===== config.mk =====
export PLATFORM = sky130hd
export DESIGN_NAME = counter_seg_display
export DESIGN_NICKNAME = d
export VERILOG_FILES = /design/src/rtl/counter_disp_pkg.sv /design/src/rtl/bin2bcd_seq.sv /design/src/rtl/counter_seg_display.sv
export SDC_FILE = /design/constraint.sdc
export NUM_CORES = 1
export LEC_CHECK = 0
export CORE_ASPECT_RATIO = 1.5
export CORE_UTILIZATION = 60
export DETAILED_ROUTE_END_ITERATION = 10
export HOLD_SLACK_MARGIN = 0.03
export PLACE_DENSITY = 0.79
export SLEW_MARGIN = 20
export SYNTH_ARGS = -nofsm -noshare
export SYNTH_HDL_FRONTEND = slang
export SYNTH_HIERARCHICAL = 1
export SYNTH_SLANG_ARGS = --single-unit
export TNS_END_PERCENT = 10

===== constraint.sdc =====
create_clock -name clk -period 2.48 [get_ports clk]
set_clock_uncertainty 0.1 [all_clocks]
set_input_delay 0.496 -clock clk [delete_from_list [all_inputs] [get_ports clk]]
set_output_delay 0.496 -clock clk [all_outputs]
set_load 0.02 [all_outputs]

===== src/rtl/counter_disp_pkg.sv =====
// Shared types and constants for the counter 7-segment display path.
// Segment codes are {g,f,e,d,c,b,a}, active-high.
package counter_disp_pkg;

    typedef enum logic [1:0] {
        IDLE  = 2'd0,
        SHIFT = 2'd1,
        DONE  = 2'd2
    } bcd_state_t;

    typedef struct packed {
        logic [3:0] hund;
        logic [3:0] tens;
        logic [3:0] ones;
    } bcd3_t;

    localparam int NUM_DIGITS = 4;
    localparam int BCD_ITER   = 8;

    localparam logic [6:0] SEG_0     = 7'h3F;
    localparam logic [6:0] SEG_1     = 7'h06;
    localparam logic [6:0] SEG_2     = 7'h5B;
    localparam logic [6:0] SEG_3     = 7'h4F;
    localparam logic [6:0] SEG_4     = 7'h66;
    localparam logic [6:0] SEG_5     = 7'h6D;
    localparam logic [6:0] SEG_6     = 7'h7D;
    localparam logic [6:0] SEG_7     = 7'h07;
    localparam logic [6:0] SEG_8     = 7'h7F;
    localparam logic [6:0] SEG_9     = 7'h6F;
    localparam logic [6:0] SEG_MINUS = 7'h40;
    localparam logic [6:0] SEG_BLANK = 7'h00;

    function automatic logic [6:0] seg_code(input logic [3:0] d);
        logic [6:0] s;
        case (d)
            4'd0:    s = SEG_0;
            4'd1:    s = SEG_1;
            4'd2:    s = SEG_2;
            4'd3:    s = SEG_3;
            4'd4:    s = SEG_4;
            4'd5:    s = SEG_5;
            4'd6:    s = SEG_6;
            4'd7:    s = SEG_7;
            4'd8:    s = SEG_8;
            4'd9:    s = SEG_9;
            default: s = SEG_BLANK;
        endcase
        return s;
    endfunction

endpackage


===== src/rtl/bin2bcd_seq.sv =====
// Sequential double-dabble: 9-bit magnitude to three BCD nibbles.
// One shift per cycle, then a single DONE cycle exposing the result.
module bin2bcd_seq
    import counter_disp_pkg::*;
(
    input  logic       clk,
    input  logic       rst,
    input  logic       start,
    input  logic [8:0] mag,
    output logic       busy,
    output logic       done,
    output bcd3_t      bcd
);

    bcd_state_t  state;
    logic [2:0]  iter;
    logic [11:0] acc;
    logic [7:0]  bin;
    logic [11:0] adj;
    logic [7:0]  load;

    // Magnitudes never exceed 255; bit 8 only saturates an impossible input.
    assign load = mag[8] ? 8'hFF : mag[7:0];

    always_comb begin
        adj = acc;
        for (int i = 0; i < 3; i++) begin
            if (acc[i*4 +: 4] >= 4'd5)
                adj[i*4 +: 4] = acc[i*4 +: 4] + 4'd3;
        end
    end

    always_ff @(posedge clk or posedge rst) begin
        if (rst) begin
            state <= IDLE;
            iter  <= '0;
            acc   <= '0;
            bin   <= '0;
        end else begin
            unique case (state)
                IDLE: begin
                    if (start) begin
                        acc   <= '0;
                        bin   <= load;
                        iter  <= '0;
                        state <= SHIFT;
                    end
                end
                SHIFT: begin
                    {acc, bin} <= {adj[10:0], bin, 1'b0};
                    iter       <= iter + 3'd1;
                    if (iter == 3'(BCD_ITER - 1))
                        state <= DONE;
                end
                DONE: begin
                    state <= IDLE;
                end
                default: begin
                    state <= IDLE;
                end
            endcase
        end
    end

    assign busy = (state != IDLE);
    assign done = (state == DONE);
    assign bcd  = acc;

endmodule


===== src/rtl/counter_seg_display.sv =====
// Counter value to 4-digit multiplexed 7-segment display (sign, hundreds,
// tens, ones) with optional two's-complement interpretation.
module counter_seg_display
    import counter_disp_pkg::*;
#(
    parameter int REFRESH_DIV = 16
)
(
    input  logic                  clk,
    input  logic                  rst_n,
    input  logic [7:0]            value,
    input  logic                  signed_en,
    output logic [6:0]            seg,
    output logic [NUM_DIGITS-1:0] an,
    output logic                  busy
);

    localparam int RW = (REFRESH_DIV > 1) ? $clog2(REFRESH_DIV) : 1;
    localparam int IW = $clog2(NUM_DIGITS);

    // The pin keeps its legacy name but is an active-high reset.
    logic rst;
    assign rst = rst_n;

    logic       neg_in;
    logic [8:0] mag_in;
    logic [8:0] key_in;
    logic [8:0] last_key;
    logic       neg_snap;
    logic       valid;
    logic       start;
    logic       conv_busy;
    logic       conv_done;
    bcd3_t      conv_bcd;
    bcd3_t      disp;
    logic       disp_neg;

    logic [RW-1:0] rcnt;
    logic [IW-1:0] idx;
    logic [6:0]    nxt_seg;

    assign neg_in = signed_en & value[7];
    assign mag_in = neg_in ? (9'd0 - {value[7], value}) : {1'b0, value};
    assign key_in = {signed_en, value};
    assign start  = !conv_busy && (!valid || (key_in != last_key));

    bin2bcd_seq u_bcd (
        .clk   (clk),
        .rst   (rst),
        .start (start),
        .mag   (mag_in),
        .busy  (conv_busy),
        .done  (conv_done),
        .bcd   (conv_bcd)
    );

    assign busy = conv_busy;

    always_ff @(posedge clk or posedge rst) begin
        if (rst) begin
            last_key <= '0;
            neg_snap <= 1'b0;
            valid    <= 1'b0;
            disp     <= '0;
            disp_neg <= 1'b0;
        end else begin
            if (start) begin
                last_key <= key_in;
                neg_snap <= neg_in;
            end
            if (conv_done) begin
                disp     <= conv_bcd;
                disp_neg <= neg_snap;
                valid    <= 1'b1;
            end
        end
    end

    always_ff @(posedge clk or posedge rst) begin
        if (rst) begin
            rcnt <= '0;
            idx  <= '0;
        end else if (rcnt == RW'(REFRESH_DIV - 1)) begin
            rcnt <= '0;
            idx  <= idx + 1'b1;
        end else begin
            rcnt <= rcnt + 1'b1;
        end
    end

    always_comb begin
        nxt_seg = SEG_BLANK;
        unique case (idx)
            2'd0: nxt_seg = seg_code(disp.ones);
            2'd1: nxt_seg = (disp.hund == 4'd0 && disp.tens == 4'd0)
                            ? SEG_BLANK : seg_code(disp.tens);
            2'd2: nxt_seg = (disp.hund == 4'd0)
                            ? SEG_BLANK : seg_code(disp.hund);
            2'd3: nxt_seg = disp_neg ? SEG_MINUS : SEG_BLANK;
            default: nxt_seg = SEG_BLANK;
        endcase
    end

    always_ff @(posedge clk or posedge rst) begin
        if (rst) begin
            seg <= '0;
            an  <= '0;
        end else begin
            seg <= nxt_seg;
            an  <= {{(NUM_DIGITS-1){1'b0}}, 1'b1} << idx;
        end
    end

endmodule


==> results of run 1 <==
[synthesized netlist by cell type (5+ instances only)]
library cell,n,area [um^2]
dfrtp_1,66,1650
inv_1,32,120
ha_1,30,375
nand2_1,30,113
o21ai_0,24,120
nor2_1,19,71.3
mux2_2,16,180
nand2b_1,13,81.3
xor2_1,13,114
a21oi_1,12,60.1
a31oi_1,6,37.5
o2111ai_1,6,52.6
o31ai_1,6,45.0
xnor2_1,6,52.6
buf_2,5,25.0
nor3_1,5,25.0
o21a_1,5,37.5
[cell families (layout without fill, tap and decap cells)]
family	after synthesis	in the layout	synth area share (%)
AOI/OAI and AO/OA	95	95	17.8
and+or+nand+nor	94	94	13.3
DFF	66	66	42.9
buffers and inverters	50	87	6.63
adders and majority gates	30	30	9.75
xor gates and xnor gates	19	19	4.32
muxes	18	18	5.20
other	1	1	0.0974
[cell type report]
type | instances | area [um^2]
multi-input cells | 257 | 1940
fillers | 480 | 1840
flip-flops and latches | 66 | 1650
repair buffers | 39 | 360
clock buffers | 9 | 124
inverters | 32 | 120
well taps | 74 | 92.6
clock inverters | 7 | 46.3
[final timing paths]
path,depth (start not counted),to,slack [ps]
max,2,busy,190
min,1,valid$_DFFE_PP0P_,380
max reg2reg,6,u_bcd/bcd[11]$_DFFE_PP0P_,430
min reg2reg,1,valid$_DFFE_PP0P_,380
max in group asynchronous,3,disp[2]$_DFFE_PP0P_,1400
min in group asynchronous,3,u_bcd/bcd[10]$_DFFE_PP0P_,430
[state kept, by name (all words and copies together) (netlist names)]
signal / cells
u_bcd/iter: 3
valid: 1
an: 4
u_bcd/bcd: 12
u_bcd/state: 2
disp: 12
rcnt: 4
last_key: 9
neg_snap: 1
disp_neg: 1
u_bcd/bin: 8
idx: 2
seg: 7
[metrics by stage]
stage	setup slack (ps)	cell area, um^2	total power [mW]	cells
2_1_floorplan	534	3850	3.59	373
3_3_place_gp	23.5	4170	3.91	468
3_5_place_dp	-85.8	4170	4.04	468
4_1_cts	173	4340	4.85	484
5_1_grt	142	4340	5.19	484
6_report	186	4340	4.82	484
[worst max-delay path: stages (launching register included)]
cell             delay, ps
dfrtp_1                390
or2_2                  400
clkdlybuf4s50_1        570
[power by group through the flow]
stage / clock network (mW) / registers [mW] / logic [mW]
after global placement: 0 / 1.85 / 2.06
final: 0.780 / 1.87 / 2.17
after detailed placement: 0 / 1.88 / 2.16
after global routing: 0.848 / 1.92 / 2.42
after CTS: 0.802 / 1.86 / 2.18
after floorplan: 0 / 1.72 / 1.87
[metal layers]
metal	track usage, %	routed length, um	share of wire, %	vias up
met3	5.23	202	2.6	22
met2	46.0	4370	57	73
met4	12.6	218	2.9	0
met5	0	0	0	-
met1	26.0	2860	37	1391
li1	-	-	-	1355
[placed cells by master, fill, tap and decap left out, types with 5 or more instances in the layout]
master	count
clkdlybuf4s50_1	22
mux2_2	16
nand2b_1	13
xor2_1	13
nor3_1	5
dfrtp_1	66
clkbuf_8	9
ha_1	30
buf_4	16
inv_1	32
o21a_1	5
o31ai_1	6
nand2_1	30
a21oi_1	12
o2111ai_1	6
nor2_1	19
xnor2_1	6
o21ai_0	24
a31oi_1	6
==> summary.md, run 1 <==
| Metric | Value |
|---|---|
| Outcome | `completed` |
| Post-synth EDFFs | `0` |
| Total die area | `around 6700 um^2` |
| Post-Syn Area per Cell | `10.3 um^2` |
| Fin. max-slew vios | `0` |
| Vias | `2,841` |
| Setup TNS | `0 ps` |
| Inserted Clock Buffers | `9` |
| Num ports | `23` |
| Sw frac | `40.8%` |
| Routed Antenna Nets | `0` |
| Power density cells | `1110 nW/um^2` |
| Later-pin clock latency in the skew report | `340 ps` |
| Net switching power | `1.97 mW` |
| Tcrit/Tclk final | `92.5%` |
| Deepest clock path buffer count | `2` |
| Global-route wire length before repair | `12,500 um` |
| First DRT Iteration DRCs | `about 130` |
| Synth Flop Type | `dfrtp_1` |
| Crit. Startpoint | `u_bcd/state[1]$_DFFE_PP0P_` |
| Syn Nets | `414` |
| WL final | `7650 um` |
| Final Hold Viols | `0` |
| Num rows | `35` |
| Post-synthesis sequential area ratio | `approximately 43%` |
| Relative slew slack | `57.6%` |
| Req. time, crit path | `1880 ps` |
| Detailed Place HPWL | `5600 um` |
| Hold slack | `382 ps` |
| CP arrival | `about 1700 ps` |
| Final design utilization | `a little over two thirds` |
| Mapped cell area | `between 3000 and 4000 um^2` |
| Fin nets | `446` |
| H-tree depth | `3` |
| Yosys warns | `6` |
| Antenna violations before repair | `0` |
| Max-capacitance violation count | `0` |
| Sequential Power Share | `slightly below 40%` |
| Clk sink count | `66` |
| Worst-path clk slew | `80 ps` |
| Worst slew pin tran | `635 ps` |
| Internal | `around 2.9 mW` |
| GRT Resource Usage Total | `about a quarter` |
| Hold WC Path Type | `flop to flop` |
| Setup Viol. Count Final | `0` |
| Hold-fix buffers, CTS | `0` |
| Drc violations | `0` |
| Core area | `between 6000 and 7000 um^2` |
| Layout cell share with drive strength beyond 1 | `between 15 and 20%` |
| Area Overhead vs Synth | `12.7%` |
| Vias in the first global route | `2,742` |
| Synth Instances | `373` |
| RSZ-0062 raised after global routing | `no` |
| Kind of critical path | `flop to primary output` |
| Initial Util | `around 62%` |
| N_diodes | `0` |
| Port bufs | `22` |
| Pin count of the biggest net entering global routing | `42` |
| Flops & latches, synth | `between 60 and 70` |
| Combinational share of power | `around 45%` |
| CP startpoint kind | `flop` |
| Setup bufs post-CTS | `0` |
| Yosys cell types | `58` |
| Grt ovf | `0` |
| Leak Pwr | `1.95 nW` |
| Clock root buffer | `clkbuf_8` |
| CTS tree | `yes` |
| Die H | `about 100 um` |
| Highest clock rate | `436 MHz` |
| Peak supply drop | `0.680 mV` |
| Synth async-reset ratio | `100%` |
| Routed vias/inst | `about 5.9` |
| RePlAce Congestion | `0.813` |
| Crit path time final | `~2300 ps` |
| Crit. End Element | `primary output` |
| CTS resizes | `0` |
| R2r startpoint | `u_bcd/state[1]$_DFFE_PP0P_` |
| DRT Pass-1 Iters | `6` |
| CP max FO | `7` |
| Drt wl/cell | `15.8 um` |
| Clk pwr share | `16.2%` |
| Hold path start | `valid$_DFFE_PP0P_` |
| DIE WIDTH | `67.4 um` |
Note: power is estimated with default switching activity, not from simulation.
==> inputs of run 2 (changes only) <==
==> constraint.sdc (replaced) <==
create_clock -name clk -period 2.5 [get_ports clk]
set_clock_uncertainty 0.1 [all_clocks]
set_input_delay 0.5 -clock clk [delete_from_list [all_inputs] [get_ports clk]]
set_output_delay 0.5 -clock clk [all_outputs]
set_load 0.02 [all_outputs]
==> summary.md, run 2 (same netlist as run 1, synthesis figures left out) <==
| Metric | Value |
|---|---|
| DRT Pass-1 Iters | `4 (was 6)` |
| Fin. max-slew vios | `0 (unchanged)` |
| CTS tree | `yes (unchanged)` |
| Final design utilization | `70.9% (was 70.2%)` |
| Core area | `6170 um^2 (unchanged)` |
| Hold-fix buffers, CTS | `0 (unchanged)` |
| Later-pin clock latency in the skew report | `330 ps (was 340 ps)` |
| N_diodes | `0 (unchanged)` |
| Final Hold Viols | `0 (unchanged)` |
| Crit. Startpoint | `u_bcd/state[1]$_DFFE_PP0P_ (unchanged)` |
| Deepest clock path buffer count | `2 (unchanged)` |
| Internal | `3.05 mW (was 2.85 mW)` |
| Detailed Place HPWL | `5620 um (was 5600 um)` |
| H-tree depth | `3 (unchanged)` |
| GRT Resource Usage Total | `25.2% (about the same)` |
| Drt wl/cell | `15.7 um (was 15.8 um)` |
| Kind of critical path | `flop to primary output (unchanged)` |
| CP startpoint kind | `flop (unchanged)` |
| Routed vias/inst | `5.89 (was 5.87)` |
| Combinational share of power | `43.1% (was 45.1%)` |
| Clk pwr share | `19.5% (was 16.2%)` |
| Tcrit/Tclk final | `a little over nine tenths` |
| Total die area | `6750 um^2 (unchanged)` |
| Setup TNS | `0 ps (unchanged)` |
| CP arrival | `1740 ps (was 1700 ps)` |
| Peak supply drop | `0.691 mV (was 0.680 mV)` |
| R2r startpoint | `u_bcd/state[1]$_DFFE_PP0P_ (unchanged)` |
| Sequential Power Share | `37.4% (was 38.7%)` |
| Vias in the first global route | `2,878 (was 2,742)` |
| Layout cell share with drive strength beyond 1 | `16.6% (was 17.1%)` |
| Worst path slowest cell | `clkdlybuf4s50_1 (unchanged)` |
| Vias | `2,843 (was 2,841)` |
| Worst-path clk slew | `60 ps (was 80 ps)` |
| Slowest stage delay, CP | `590 ps (was 570 ps)` |
| DIE WIDTH | `67.4 um (unchanged)` |
| Clk sink count | `66 (unchanged)` |
| Worst slew pin tran | `659 ps (was 635 ps)` |
| Grt ovf | `0 (unchanged)` |
| Num rows | `35 (unchanged)` |
| Antenna violations before repair | `0 (unchanged)` |
| Clock root buffer | `clkbuf_8 (unchanged)` |
| Hold path cells | `1 (unchanged)` |
| Hold slack | `382 ps (about the same)` |
| Port bufs | `22 (unchanged)` |
| RePlAce Congestion | `0.812 (was 0.813)` |
| Crit path time final | `2340 ps` |
| Drc violations | `0 (unchanged)` |
| Req. time, crit path | `1900 ps (was 1880 ps)` |
| Hold Path End | `valid$_DFFE_PP0P_ (unchanged)` |
| RSZ-0062 raised after global routing | `no (unchanged)` |
| Setup bufs post-CTS | `0 (unchanged)` |
| Critical path, cell by cell | `or2_2, clkdlybuf4s50_1 (unchanged)` |
| Flop-to-flop setup slack | `390 ps (was 430 ps)` |
| Net switching power | `1.92 mW (was 1.97 mW)` |
| Power Total | `4.97 mW (was 4.82 mW)` |
| Outcome | `completed (unchanged)` |
| Area Overhead vs Synth | `13.8% (was 12.7%)` |
| Most common library cell in the layout ignoring fill and taps | `dfrtp_1 (unchanged)` |
| Crit. End Element | `primary output (unchanged)` |
| Hold WC Path Type | `flop to flop (unchanged)` |
| First DRT Iteration DRCs | `200 (was 132)` |
| Routed Antenna Nets | `0 (unchanged)` |
| Placement Cell Area | `4160 um^2 (was 4170 um^2)` |
| Num ports | `23 (unchanged)` |
| Max-capacitance violation count | `0 (unchanged)` |
| Inserted Clock Buffers | `9 (unchanged)` |
| Hold path start | `valid$_DFFE_PP0P_ (unchanged)` |
| Design area | `4380 um^2 (was 4340 um^2)` |
| Highest clock rate | `427 MHz` |
| Sw frac | `38.6% (was 40.8%)` |
| Worst r2r dst | `u_bcd/bcd[11]$_DFFE_PP0P_ (unchanged)` |
| Relative slew slack | `56.1% (was 57.6%)` |
| Setup Viol. Count Final | `0 (unchanged)` |
| Die H | `100 um (unchanged)` |
| Most frequent cells in the layout | `dfrtp_1 (66), inv_1 (32), nand2_1 (30), ha_1 (30), o21ai_0 (24) (unchanged)` |
| Leak Pwr | `1.97 nW (was 1.95 nW)` |
| Power density cells | `1140 nW/um^2 (was 1110 nW/um^2)` |
| CTS resizes | `0 (unchanged)` |
| Pin count of the biggest net entering global routing | `42 (unchanged)` |
| Initial Util | `62.3% (unchanged)` |
| CP max FO | `15 (was 7)` |
| Fin nets | `445 (was 446)` |
| Worst reg2reg path depth | `6 (unchanged)` |
| Global-route wire length before repair | `12,700 um (was 12,500 um)` |
| WL final | `7600 um (was 7650 um)` |
## run 2: changes by cell type in the layout (fill, tap and decap cells not counted), sizes merged
cell      change
bufinv        +2
clkbuf        +2
clkinv        -2
clkinvlp      -2
buf           -1
## run 2: worst max path at each step
| stage | to | slack [ps] |
|---|---|---|
| after global placement | u_bcd/bcd[3]$_DFFE_PP0P_ | 40 |
| after global routing | busy | 110 |
| final | busy | 160 |
| after CTS | busy | 140 |
| after detailed placement | u_bcd/bcd[3]$_DFFE_PP0P_ | -40 |
| after floorplan | u_bcd/bcd[11]$_DFFE_PP0P_ | 550 |
## run 2: final cells by class
type	count	area, um^2
inverters	32	120
well taps	74	92.6
fillers	471	1800
clock inverters	5	77.6
clock buffers	11	141
flip-flops and latches	66	1650
repair buffers	38	353
multi-input cells	257	1940
## run 2: metrics by stage
| stage | worst slack [ps] | std cells |
|---|---|---|
| after floorplan | 554 | 373 |
| after global placement | 43.8 | 467 |
| after detailed placement | -41.8 | 467 |
| after CTS | 144 | 483 |
| after global routing | 105 | 483 |
| final | 157 | 483 |
## run 2: metal layers
layer / global-route usage, % / wire, um
met1: 25.8 / 2900
met2: 47.2 / 4330
met3: 4.32 / 189
met4: 12.3 / 186
met5: 0 / 0
## run 2: critical path: cells and delay by family, from the launching register on
kind / cells / cell delay [ps]
DFF: 1 / 380
and+or+nand+nor: 1 / 440
buffers and inverters: 1 / 590
## run 2: power groups by stage
stage | Combinational (mW) | Sequential (mW) | Clock, mW
5_1_grt | 2.39 | 1.91 | 1.05
2_1_floorplan | 1.86 | 1.70 | 0
6_report | 2.14 | 1.86 | 0.971
3_3_place_gp | 2.03 | 1.83 | 0
4_1_cts | 2.15 | 1.85 | 0.993
3_5_place_dp | 2.13 | 1.87 | 0
